File: src/rtl/periodic_multi_ch_writer_if.sv
`default_nettype none
// ============================================================================
//  Module   : periodic_multi_ch_writer_if
//  Brief    : Channel data inputs and bmem write port of the periodic writer.
//  Revision : 1.0 - initial release
// ============================================================================
interface periodic_multi_ch_writer_if #(
    parameter int NUM_CH = 4,
    parameter int DATA_W = 64,
    parameter int ADDR_W = 32
);
    logic [NUM_CH*DATA_W-1:0] data_i;
    logic [NUM_CH-1:0]        data_valid;
    logic                     bmem_resp;
    logic                     bmem_wr_en;
    logic [DATA_W-1:0]        bmem_wr_data;
    logic [ADDR_W-1:0]        bmem_wr_addr;
    logic [NUM_CH-1:0]        overrun;
    logic                     busy;

    modport master (
        output data_i, data_valid, bmem_resp,
        input  bmem_wr_en, bmem_wr_data, bmem_wr_addr, overrun, busy
    );

    modport slave (
        input  data_i, data_valid, bmem_resp,
        output bmem_wr_en, bmem_wr_data, bmem_wr_addr, overrun, busy
    );
endinterface
`default_nettype wire

File: src/rtl/periodic_multi_ch_writer.sv
`default_nettype none
// ============================================================================
//  Module   : periodic_multi_ch_writer
//  Brief    : Per-channel sample capture, periodic arming and round-robin
//             draining of channel samples into per-channel memory rings.
//  Revision : 1.0 - initial release
// ============================================================================
module periodic_multi_ch_writer #(
    parameter int                NUM_CH     = 4,
    parameter int                DATA_W     = 64,
    parameter int                ADDR_W     = 32,
    parameter int                PERIOD     = 200000,
    parameter logic [ADDR_W-1:0] BASE_ADDR  = 32'h00050000,
    parameter logic [ADDR_W-1:0] CH_STRIDE  = 32'h00000100,
    parameter int                RING_DEPTH = 8
) (
    input  logic                         clk,
    input  logic                         rst,
    periodic_multi_ch_writer_if.slave    bus
);

    localparam int                c_CH_W  = (NUM_CH > 1) ? $clog2(NUM_CH) : 1;
    localparam int                c_PTR_W = (RING_DEPTH > 1) ? $clog2(RING_DEPTH) : 1;
    localparam int                c_CNT_W = $clog2(PERIOD);
    localparam logic [ADDR_W-1:0] c_BYTES = ADDR_W'(DATA_W / 8);

    typedef enum logic [0:0] {
        S_IDLE  = 1'b0,
        S_WRITE = 1'b1
    } state_t;

    state_t              r_state;
    state_t              w_state_nxt;

    logic [NUM_CH-1:0]   r_dv_q;
    logic [NUM_CH-1:0]   w_rise;
    logic [NUM_CH-1:0]   r_pending;
    logic [NUM_CH-1:0]   r_armed;
    logic [NUM_CH-1:0]   r_overrun;
    logic [DATA_W-1:0]   r_pend_data [NUM_CH];
    logic [c_PTR_W-1:0]  r_ptr       [NUM_CH];

    logic [c_CNT_W-1:0]  r_cnt;
    logic                w_tick;

    logic [NUM_CH-1:0]   w_rot;
    logic [NUM_CH-1:0]   w_gnt_oh;
    logic [c_CH_W-1:0]   w_gnt;
    logic                w_found;
    logic                w_grant;
    logic                w_done;
    logic [c_CH_W-1:0]   r_rr;
    logic [c_CH_W-1:0]   r_gnt;
    logic [ADDR_W-1:0]   w_addr;
    logic [DATA_W-1:0]   r_out_data;
    logic [ADDR_W-1:0]   r_out_addr;

    assign w_rise = bus.data_valid & ~r_dv_q;
    assign w_tick = (r_cnt == c_CNT_W'(PERIOD - 1));

    // Free-running period counter, independent of the write FSM.
    always_ff @(posedge clk) begin
        if (rst) begin
            r_cnt <= '0;
        end else begin
            r_cnt <= w_tick ? '0 : r_cnt + 1'b1;
        end
    end

    // Rotate armed bits so bit 0 is the round-robin pointer's channel.
    always_comb begin
        w_rot   = NUM_CH'({r_armed, r_armed} >> r_rr);
        w_found = 1'b0;
        w_gnt   = '0;
        for (int k = 0; k < NUM_CH; k++) begin
            if (!w_found && w_rot[k]) begin
                w_found = 1'b1;
                w_gnt   = c_CH_W'((int'(r_rr) + k) % NUM_CH);
            end
        end
    end

    always_comb begin
        w_gnt_oh = '0;
        for (int c = 0; c < NUM_CH; c++) begin
            w_gnt_oh[c] = w_grant && (w_gnt == c_CH_W'(c));
        end
    end

    assign w_addr = BASE_ADDR + ADDR_W'(w_gnt) * CH_STRIDE
                  + ADDR_W'(r_ptr[w_gnt]) * c_BYTES;

    always_ff @(posedge clk) begin
        if (rst) begin
            r_state <= S_IDLE;
        end else begin
            r_state <= w_state_nxt;
        end
    end

    always_comb begin
        w_state_nxt = r_state;
        w_grant     = 1'b0;
        w_done      = 1'b0;
        case (r_state)
            S_IDLE: begin
                if (w_found) begin
                    w_grant     = 1'b1;
                    w_state_nxt = S_WRITE;
                end
            end
            S_WRITE: begin
                if (bus.bmem_resp) begin
                    w_done      = 1'b1;
                    w_state_nxt = S_IDLE;
                end
            end
            default: w_state_nxt = S_IDLE;
        endcase
    end

    // A rise on the channel being granted refills pending without counting
    // as an overrun; arming uses pending as it stood before this cycle.
    always_ff @(posedge clk) begin
        if (rst) begin
            r_dv_q    <= '0;
            r_pending <= '0;
            r_armed   <= '0;
            r_overrun <= '0;
            for (int c = 0; c < NUM_CH; c++) begin
                r_pend_data[c] <= '0;
            end
        end else begin
            r_dv_q    <= bus.data_valid;
            r_pending <= (r_pending & ~w_gnt_oh) | w_rise;
            r_overrun <= r_overrun | (w_rise & r_pending & ~w_gnt_oh);
            r_armed   <= (r_armed | ({NUM_CH{w_tick}} & r_pending)) & ~w_gnt_oh;
            for (int c = 0; c < NUM_CH; c++) begin
                if (w_rise[c]) begin
                    r_pend_data[c] <= bus.data_i[c*DATA_W +: DATA_W];
                end
            end
        end
    end

    always_ff @(posedge clk) begin
        if (rst) begin
            r_rr       <= '0;
            r_gnt      <= '0;
            r_out_data <= '0;
            r_out_addr <= '0;
            for (int c = 0; c < NUM_CH; c++) begin
                r_ptr[c] <= '0;
            end
        end else begin
            if (w_grant) begin
                r_gnt      <= w_gnt;
                r_out_data <= r_pend_data[w_gnt];
                r_out_addr <= w_addr;
                r_rr       <= (w_gnt == c_CH_W'(NUM_CH - 1)) ? '0 : w_gnt + 1'b1;
            end
            if (w_done) begin
                r_ptr[r_gnt] <= (RING_DEPTH == 1) ? '0 : r_ptr[r_gnt] + 1'b1;
            end
        end
    end

    assign bus.bmem_wr_en   = (r_state == S_WRITE);
    assign bus.busy         = (r_state == S_WRITE);
    assign bus.bmem_wr_data = (r_state == S_WRITE) ? r_out_data : '0;
    assign bus.bmem_wr_addr = (r_state == S_WRITE) ? r_out_addr : '0;
    assign bus.overrun      = r_overrun;

endmodule
`default_nettype wire

File: src/flat_wrapper.sv
// flat-port wrapper written by rule: the top's interface ports become plain ports
module periodic_multi_ch_writer_flat 
#(
    parameter int                NUM_CH     = 4,
    parameter int                DATA_W     = 64,
    parameter int                ADDR_W     = 32,
    parameter int                PERIOD     = 200000,
    parameter logic [ADDR_W-1:0] BASE_ADDR  = 32'h00050000,
    parameter logic [ADDR_W-1:0] CH_STRIDE  = 32'h00000100,
    parameter int                RING_DEPTH = 8
)
  (clk, rst, bus_data_i, bus_data_valid, bus_bmem_resp, bus_bmem_wr_en, bus_bmem_wr_data, bus_bmem_wr_addr, bus_overrun, bus_busy);
  periodic_multi_ch_writer_if #(.NUM_CH(NUM_CH), .DATA_W(DATA_W), .ADDR_W(ADDR_W)) bus_i ();
  input  logic clk;
  input  logic rst;
  input wire logic [$bits(bus_i.data_i)-1:0] bus_data_i;
  input wire logic [$bits(bus_i.data_valid)-1:0] bus_data_valid;
  input wire logic [$bits(bus_i.bmem_resp)-1:0] bus_bmem_resp;
  output wire logic [$bits(bus_i.bmem_wr_en)-1:0] bus_bmem_wr_en;
  output wire logic [$bits(bus_i.bmem_wr_data)-1:0] bus_bmem_wr_data;
  output wire logic [$bits(bus_i.bmem_wr_addr)-1:0] bus_bmem_wr_addr;
  output wire logic [$bits(bus_i.overrun)-1:0] bus_overrun;
  output wire logic [$bits(bus_i.busy)-1:0] bus_busy;
  assign bus_i.data_i = bus_data_i;
  assign bus_i.data_valid = bus_data_valid;
  assign bus_i.bmem_resp = bus_bmem_resp;
  assign bus_bmem_wr_en = bus_i.bmem_wr_en;
  assign bus_bmem_wr_data = bus_i.bmem_wr_data;
  assign bus_bmem_wr_addr = bus_i.bmem_wr_addr;
  assign bus_overrun = bus_i.overrun;
  assign bus_busy = bus_i.busy;
  periodic_multi_ch_writer #(.NUM_CH(NUM_CH), .DATA_W(DATA_W), .ADDR_W(ADDR_W), .PERIOD(PERIOD), .BASE_ADDR(BASE_ADDR), .CH_STRIDE(CH_STRIDE), .RING_DEPTH(RING_DEPTH)) u_core (.clk(clk), .rst(rst), .bus(bus_i));
endmodule
File: config.mk
export PLATFORM = sky130hd
export DESIGN_NAME = periodic_multi_ch_writer_flat
export DESIGN_NICKNAME = d
export VERILOG_FILES = /design/src/rtl/periodic_multi_ch_writer_if.sv /design/src/rtl/periodic_multi_ch_writer.sv /design/src/flat_wrapper.sv
export SDC_FILE = /design/constraint.sdc
export NUM_CORES = 1
export LEC_CHECK = 0
export ABC_AREA = 1
export BUFFER_PORTS_ARGS = -buffer_cell sky130_fd_sc_hd__buf_2
export CAP_MARGIN = 20
export CELL_PAD_IN_SITES_DETAIL_PLACEMENT = 2
export CELL_PAD_IN_SITES_GLOBAL_PLACEMENT = 2
export CORE_ASPECT_RATIO = 1.4
export CORE_UTILIZATION = 32
export DETAILED_ROUTE_END_ITERATION = 8
export PLACE_DENSITY = 0.91
export SYNTH_ARGS = -nofsm -noshare
export SYNTH_HDL_FRONTEND = slang
export SYNTH_SLANG_ARGS = --single-unit
File: constraint.sdc
create_clock -name clk -period 7 [get_ports clk]
set_input_delay 1.05 -clock clk [delete_from_list [all_inputs] [get_ports clk]]
set_output_delay 1.05 -clock clk [all_outputs]
set_load 0.05 [all_outputs]
After elaboration in Yosys (flattened, before gate mapping)
Memory sizes are Yosys's and may differ from the RTL's. A register that Yosys moved wholly into a read port is not among the register bits. Index checks and enable logic that the tools add are counted.

Bits of input ports: 263. ROM bits: 0. Bits in latches: 0. Bits in writable memories: 268. Word-level logic and storage cells: 96. Memories kept: 2. Flip-flop bits (word level): 71.

$mul: 0. Mux-type cells: 43. Add/sub/neg operators: 8. Reduce and logical (&&, ||, !) cells: 13. Div/mod/pow operators: 0. Equal/unequal tests: 4. Bitwise operators: 16. Magnitude comparators: 0. Shifts and indexed selects: 1.

Memory list: u_core.r_pend_data (depth 4, width 64, read ports 1, clocked after memory_dff 1, write ports 4, line periodic_multi_ch_writer.sv:40) `logic [DATA_W-1:0] r_pend_data [NUM_CH];`; u_core.r_ptr (depth 4, width 3, read ports 2, clocked after memory_dff 1, write ports 4, line periodic_multi_ch_writer.sv:41) `logic [c_PTR_W-1:0] r_ptr [NUM_CH];`.

Operators by type and width (number): two-way mux 64 bit (5); adder 32 x 6 -> 32 bit (1); two-way mux 32 bit (1); two-way mux 1 bit (27); AND 4 bit (6); adder 19 x 10 -> 20 bit (first input constant) (1); adder 18 x 1 -> 18 bit (second input constant) (1); == test 18 bit (second input constant) (1); two-way mux 2 bit (8); bitwise OR 4 bit (3); NOT 4 bit (2); >> shifter 8 x 2 -> 4 bit (1); logical AND 1 bit (7); adder 2 x 1 -> 2 bit (second input constant) (2); adder 2 bit (second input constant) (2); == test 2 bit (second input constant) (2); bitwise OR 1 bit (4); adder 3 x 1 -> 3 bit (second input constant) (1); logical NOT 1 bit (3); two-way mux 3 bit (1); OR reduction 3 bit (1); == test 2 x 1 -> 1 bit (second input constant) (1); logical NOT 2 bit (1); one-hot mux 1 bit (2 select lines) (1); 2 further kinds (2).

Logic depth before layout (Yosys ltp)
Depth in word-level cells: 17. Mapped depth: 17. Gate-level depth less buffers: 15.

Worst setup path after synthesis
OpenSTA, ideal clock, no wires.

Path kind: input-to-reg. Start: input port bus_data_valid[1]. End: memory u_core.r_pend_data[1][0], enable pin. Cell stages on the path: 2. Data arrival time: 5.600 ns. Path buffers: 0. Path slack: 0.826 ns. Data required time: 6.426 ns. Library setup time: 0.574 ns. Path through: inv_1 o21ai_0.

RTL lines: start, declared (line flat_wrapper.sv:17) `input wire logic [$bits(bus_i.data_valid)-1:0] bus_data_valid;`; end, declared (line periodic_multi_ch_writer.sv:40).

Worst setup path after layout
Start: register u_core.r_rr[0]. End: register u_core.r_out_data[16], read port of u_core.r_pend_data.

Cells in the longest elaborated chain, start to end: 13.

Ends and longest elaborated chain: start, declared (line periodic_multi_ch_writer.sv:52) `logic [c_CH_W-1:0] r_rr;`; start signal, assigned (line periodic_multi_ch_writer.sv:160) `r_rr <= (w_gnt == c_CH_W'(NUM_CH - 1)) ? '0 : w_gnt + 1'b1;`; >> shifter 8 x 2 -> 4 bit (line periodic_multi_ch_writer.sv:72) `w_rot = NUM_CH'({r_armed, r_armed} >> r_rr);`; two-way mux 1 bit (line periodic_multi_ch_writer.sv:76) `if (!w_found && w_rot[k]) begin`; logical NOT 1 bit (line periodic_multi_ch_writer.sv:76); logical AND 1 bit (line periodic_multi_ch_writer.sv:76); two-way mux 1 bit (line periodic_multi_ch_writer.sv:76); logical NOT 1 bit (line periodic_multi_ch_writer.sv:76); logical AND 1 bit (line periodic_multi_ch_writer.sv:76); two-way mux 1 bit (line periodic_multi_ch_writer.sv:76); logical NOT 1 bit (line periodic_multi_ch_writer.sv:76); logical AND 1 bit (line periodic_multi_ch_writer.sv:76); two-way mux 1 bit (line periodic_multi_ch_writer.sv:76); two-way mux 1 bit (line periodic_multi_ch_writer.sv:107) `if (w_found) begin`; two-way mux 1 bit (line periodic_multi_ch_writer.sv:105) `case (r_state)`; end, declared (line periodic_multi_ch_writer.sv:55) `logic [DATA_W-1:0] r_out_data;`.

Parallel ways exist; a longest one is shown, timed or not. A chain may end at the register's enable or synchronous reset.

==> summary.md <==
| Metric | Value |
|---|---|
| Worst path max stage delay | `1.06 ns` |
| Hold Crit Class | `flop to flop` |
| Tot GR Track Use | `23.47%` |
| Top_reg_cell synth | `edfxtp_1` |
| Htree depth | `2` |
| Most common cell in the netlist | `nand2_1` |
| Clock transition at path regs | `0.06 ns` |
| Pre-CTS setup slack | `2.033 ns` |
| CTS max path bufs | `3` |
| Crit path required time | `7.50 ns` |
| Area Overhead vs Synth | `20.05%` |
| Setup TNS | `0 ns` |
| Worst vdd ir | `0.0002125 V` |
| CTS root buf | `clkbuf_16` |
| Sequential share of the synthesized area | `56.30%` |
| Reg2reg setup slack | `1.94 ns` |
| Pwr per Cell Area | `242.2 nW/um2` |
| Pre-Repair DR Iteration Count | `5` |
| Post-CTS sizing | `0` |
| Site Rows | `103` |
| Tot Pwr | `5284 uW` |
| Syn. warnings | `0` |
| Ports | `365` |
| Max Freq | `197.6 MHz` |
| Routed WL | `67550 um` |
| Routed via count | `15970` |
| Setup CP Type | `flop to flop` |
| Post-DP Area | `20290 um2` |
| Slowest cell on the critical path | `nand2_4` |
| Worst-Margin Slew | `1.173 ns` |
| Antenna Violating Nets Remaining | `0` |
| Critical Path End Type | `flop` |
| R2R depth | `15` |
| Hold Vio Cnt, Final | `0` |
| Vias in the first global route | `18200` |
| Design area | `21810 um2` |
| CTS Hold Bufs | `0` |
| Crit path capture | `u_core.r_out_data[16]$_SDFFE_PP0N_` |
| Top cells by count, synth | `673 x nand2_1, 511 x nor2_1, 371 x inv_1` |
| Routed WL per cell | `20.14 um` |
| P_leak | `0.01153 uW` |
| Share of cells above drive strength 1 | `17.07%` |
| Critical path arrival | `5.56 ns` |
| CTS tree | `yes` |
| Gpl congestion | `0.7911` |
| Initial core utilization | `32.34%` |
| Max Cap Violations | `0` |
| Ordered list of cells on the worst path | `inv_1, nand2_1, nand3_1, nand2_2, inv_1, a21oi_2, nand2_8, nand2_4, buf_4, nand2_1, nand2_1, nand2_1, nor2_1, nor2_1, nor2_1` |
| Synth async-reset ratio | `0%` |
| Number of synthesized flops with an enable pin | `268` |
| Skew final | `0.01461 ns` |
| Initial antenna violation count | `0` |
| Area of the mapped netlist | `18170 um2` |
| Synth Register Bits | `377` |
| Leading area contributor after synthesis | `edfxtp_1` |
| Die H | `283.9 um` |
| Port Buffers | `339` |
| Fin crit share | `72.30%` |
| Slew margin rel. | `21.81%` |
| CP startpoint | `u_core.r_rr[0]$_SDFFE_PP0N_` |
| DRT iter0 DRCs | `629` |
| Unrepaired setup endpoints after global routing | `no` |
| Status | `completed` |
| Clock latency on the worst-skew pair | `0.57 ns` |
| R2r endpoint | `u_core.r_out_data[16]$_SDFFE_PP0N_` |
| Max-slew violations | `0` |
| Final WS setup | `1.939 ns` |
| Setup violators final | `0` |
| Largest net degree at the start of global routing | `141` |
| Final Critical Period | `5.061 ns` |
| DR DRC count | `0` |
| Max Fanout on Critical Path | `135` |
| Yosys top cell area share | `44.29%` |
| Most frequent CP cell | `nand2_1` |
| Total CTS buffers | `43` |
| Core footprint | `56190 um2` |
| Grt ovf | `0` |
| Post CTS Setup Buffer Count | `0` |
| Crit path launch type | `flop` |
| First-pass GRT wire length | `103400 um` |
| Synth cell types | `38` |
| Cells after Synth | `2313` |
| Avg Synthesized Cell Area | `7.856 um2` |
| Clk sinks | `377` |
| Die area | `57750 um2` |
| Vias per cell | `4.761` |
| FILL cells | `6487` |
| Synth top area cells | `edfxtp_1 44%, nand2_1 14%, dfxtp_1 12%, nor2_1 11%, inv_1 7.7%` |
| NumNets Final | `2852` |
| Post-DP HPWL | `43910 um` |
| Worst r2r src | `u_core.r_rr[0]$_SDFFE_PP0N_` |
| Die W | `203.4 um` |
[worst max-delay path, delay by kind of cell (launching register included)]
kind	cells	cell delay [ns]
AND/OR/NAND/NOR	11	2.85
buffers and inverters	3	1.07
flip-flops	1	0.72
AO/OA/AOI/OAI	1	0.23
[layout make-up]
class                           count  area, um2  share of cell area [%]
Multi-Input combinational cell   1439       5948                   27.27
Inverter                          374       1404                   6.436
Clock inverter                     15      173.9                  0.7973
Antenna cell                        1      2.502                 0.01147
Timing Repair Buffer              351       1862                   8.535
Sequential cell                   377      10230                   46.91
Clock buffer                       62       1270                   5.822
Tap cell                          735      919.6                   4.216
[registers in the layout, summed over array words and instances (netlist names), named ones only]
signal / flops
u_core.bus.overrun: 4
u_core.r_ptr: 12
u_core.r_gnt: 1
u_core.r_pending: 4
u_core.r_rr: 2
u_core.r_armed: 4
u_core.r_cnt: 18
u_core.r_out_data: 64
u_core.r_out_addr: 5
u_core.r_dv_q: 4
u_core.r_pend_data: 256
u_core.bus.bmem_wr_en: 1
[metal layers]
layer  share of wire [%]  GRT usage, %  routed length (um)  up-vias
li1                    -             -                   -     7485
met1                  39         26.05               26630     7954
met2                  53         44.25               35840      395
met3                 3.3         2.641                2221      133
met4                 4.2         10.38                2848        0
met5                   0             0                   0        -
[cell usage in the layout (no fill, tap or decap), types with 4 or more instances in the layout]
cell type / count
a21oi_1: 17
buf_2: 338
buf_4: 9
bufinv_16: 4
clkbuf_1: 9
clkbuf_16: 45
clkbuf_8: 8
clkinv_1: 4
clkinv_2: 6
conb_1: 25
dfxtp_1: 108
edfxtp_1: 268
inv_1: 371
nand2_1: 667
nand2_4: 9
nand3_1: 158
nor2_1: 511
o21ai_0: 6
xnor2_1: 4
xor2_1: 4
[through the flow]
stage / hold WS, ns / std cells / utilization (%)
floorplan: 0.4179 / 2337 / -
global placement: 0.4266 / 3272 / 36.06
detailed placement: 0.4742 / 3273 / 36.11
CTS: 0.4839 / 3350 / 38.68
global route: 0.5008 / 3353 / 38.82
finish: 0.4778 / 3354 / 38.82
[cell families (layout without fill, tap and decap cells)]
group | count (synthesis) | after routing | synth area share (%)
AOI/OAI and AO/OA | 35 | 35 | 1.109
other | 1 | 26 | 0.02064
adders and majority gates | 3 | 3 | 0.2066
xor gates and xnor gates | 8 | 8 | 0.3856
DFF | 377 | 377 | 56.30
buffers and inverters | 521 | 802 | 11.95
and+or+nand+nor | 1368 | 1368 | 30.02
[how the worst min path moves through the flow]
| stage | slack (ns) | endpoint | cells past startpoint | start |
|---|---|---|---|---|
| floorplan | 0.42 | u_core.r_cnt[0]$_SDFF_PP0_ | 1 | u_core.r_cnt[0]$_SDFF_PP0_ |
| global placement | 0.43 | u_core.r_cnt[0]$_SDFF_PP0_ | 1 | u_core.r_cnt[0]$_SDFF_PP0_ |
| detailed placement | 0.47 | u_core.r_cnt[0]$_SDFF_PP0_ | 1 | u_core.r_cnt[0]$_SDFF_PP0_ |
| CTS | 0.48 | u_core.r_cnt[0]$_SDFF_PP0_ | 1 | u_core.r_cnt[0]$_SDFF_PP0_ |
| global route | 0.50 | u_core.r_cnt[0]$_SDFF_PP0_ | 1 | u_core.r_cnt[0]$_SDFF_PP0_ |
| finish | 0.48 | u_core.r_cnt[0]$_SDFF_PP0_ | 1 | u_core.r_cnt[0]$_SDFF_PP0_ |
[power by group]
part | switching (uW) | internal, uW | leakage [uW]
clock network | 943 | 1400 | 0.000713
registers | 45.2 | 2520 | 0.00378
logic | 263 | 112 | 0.00704
(Power assumes the default switching activity.)
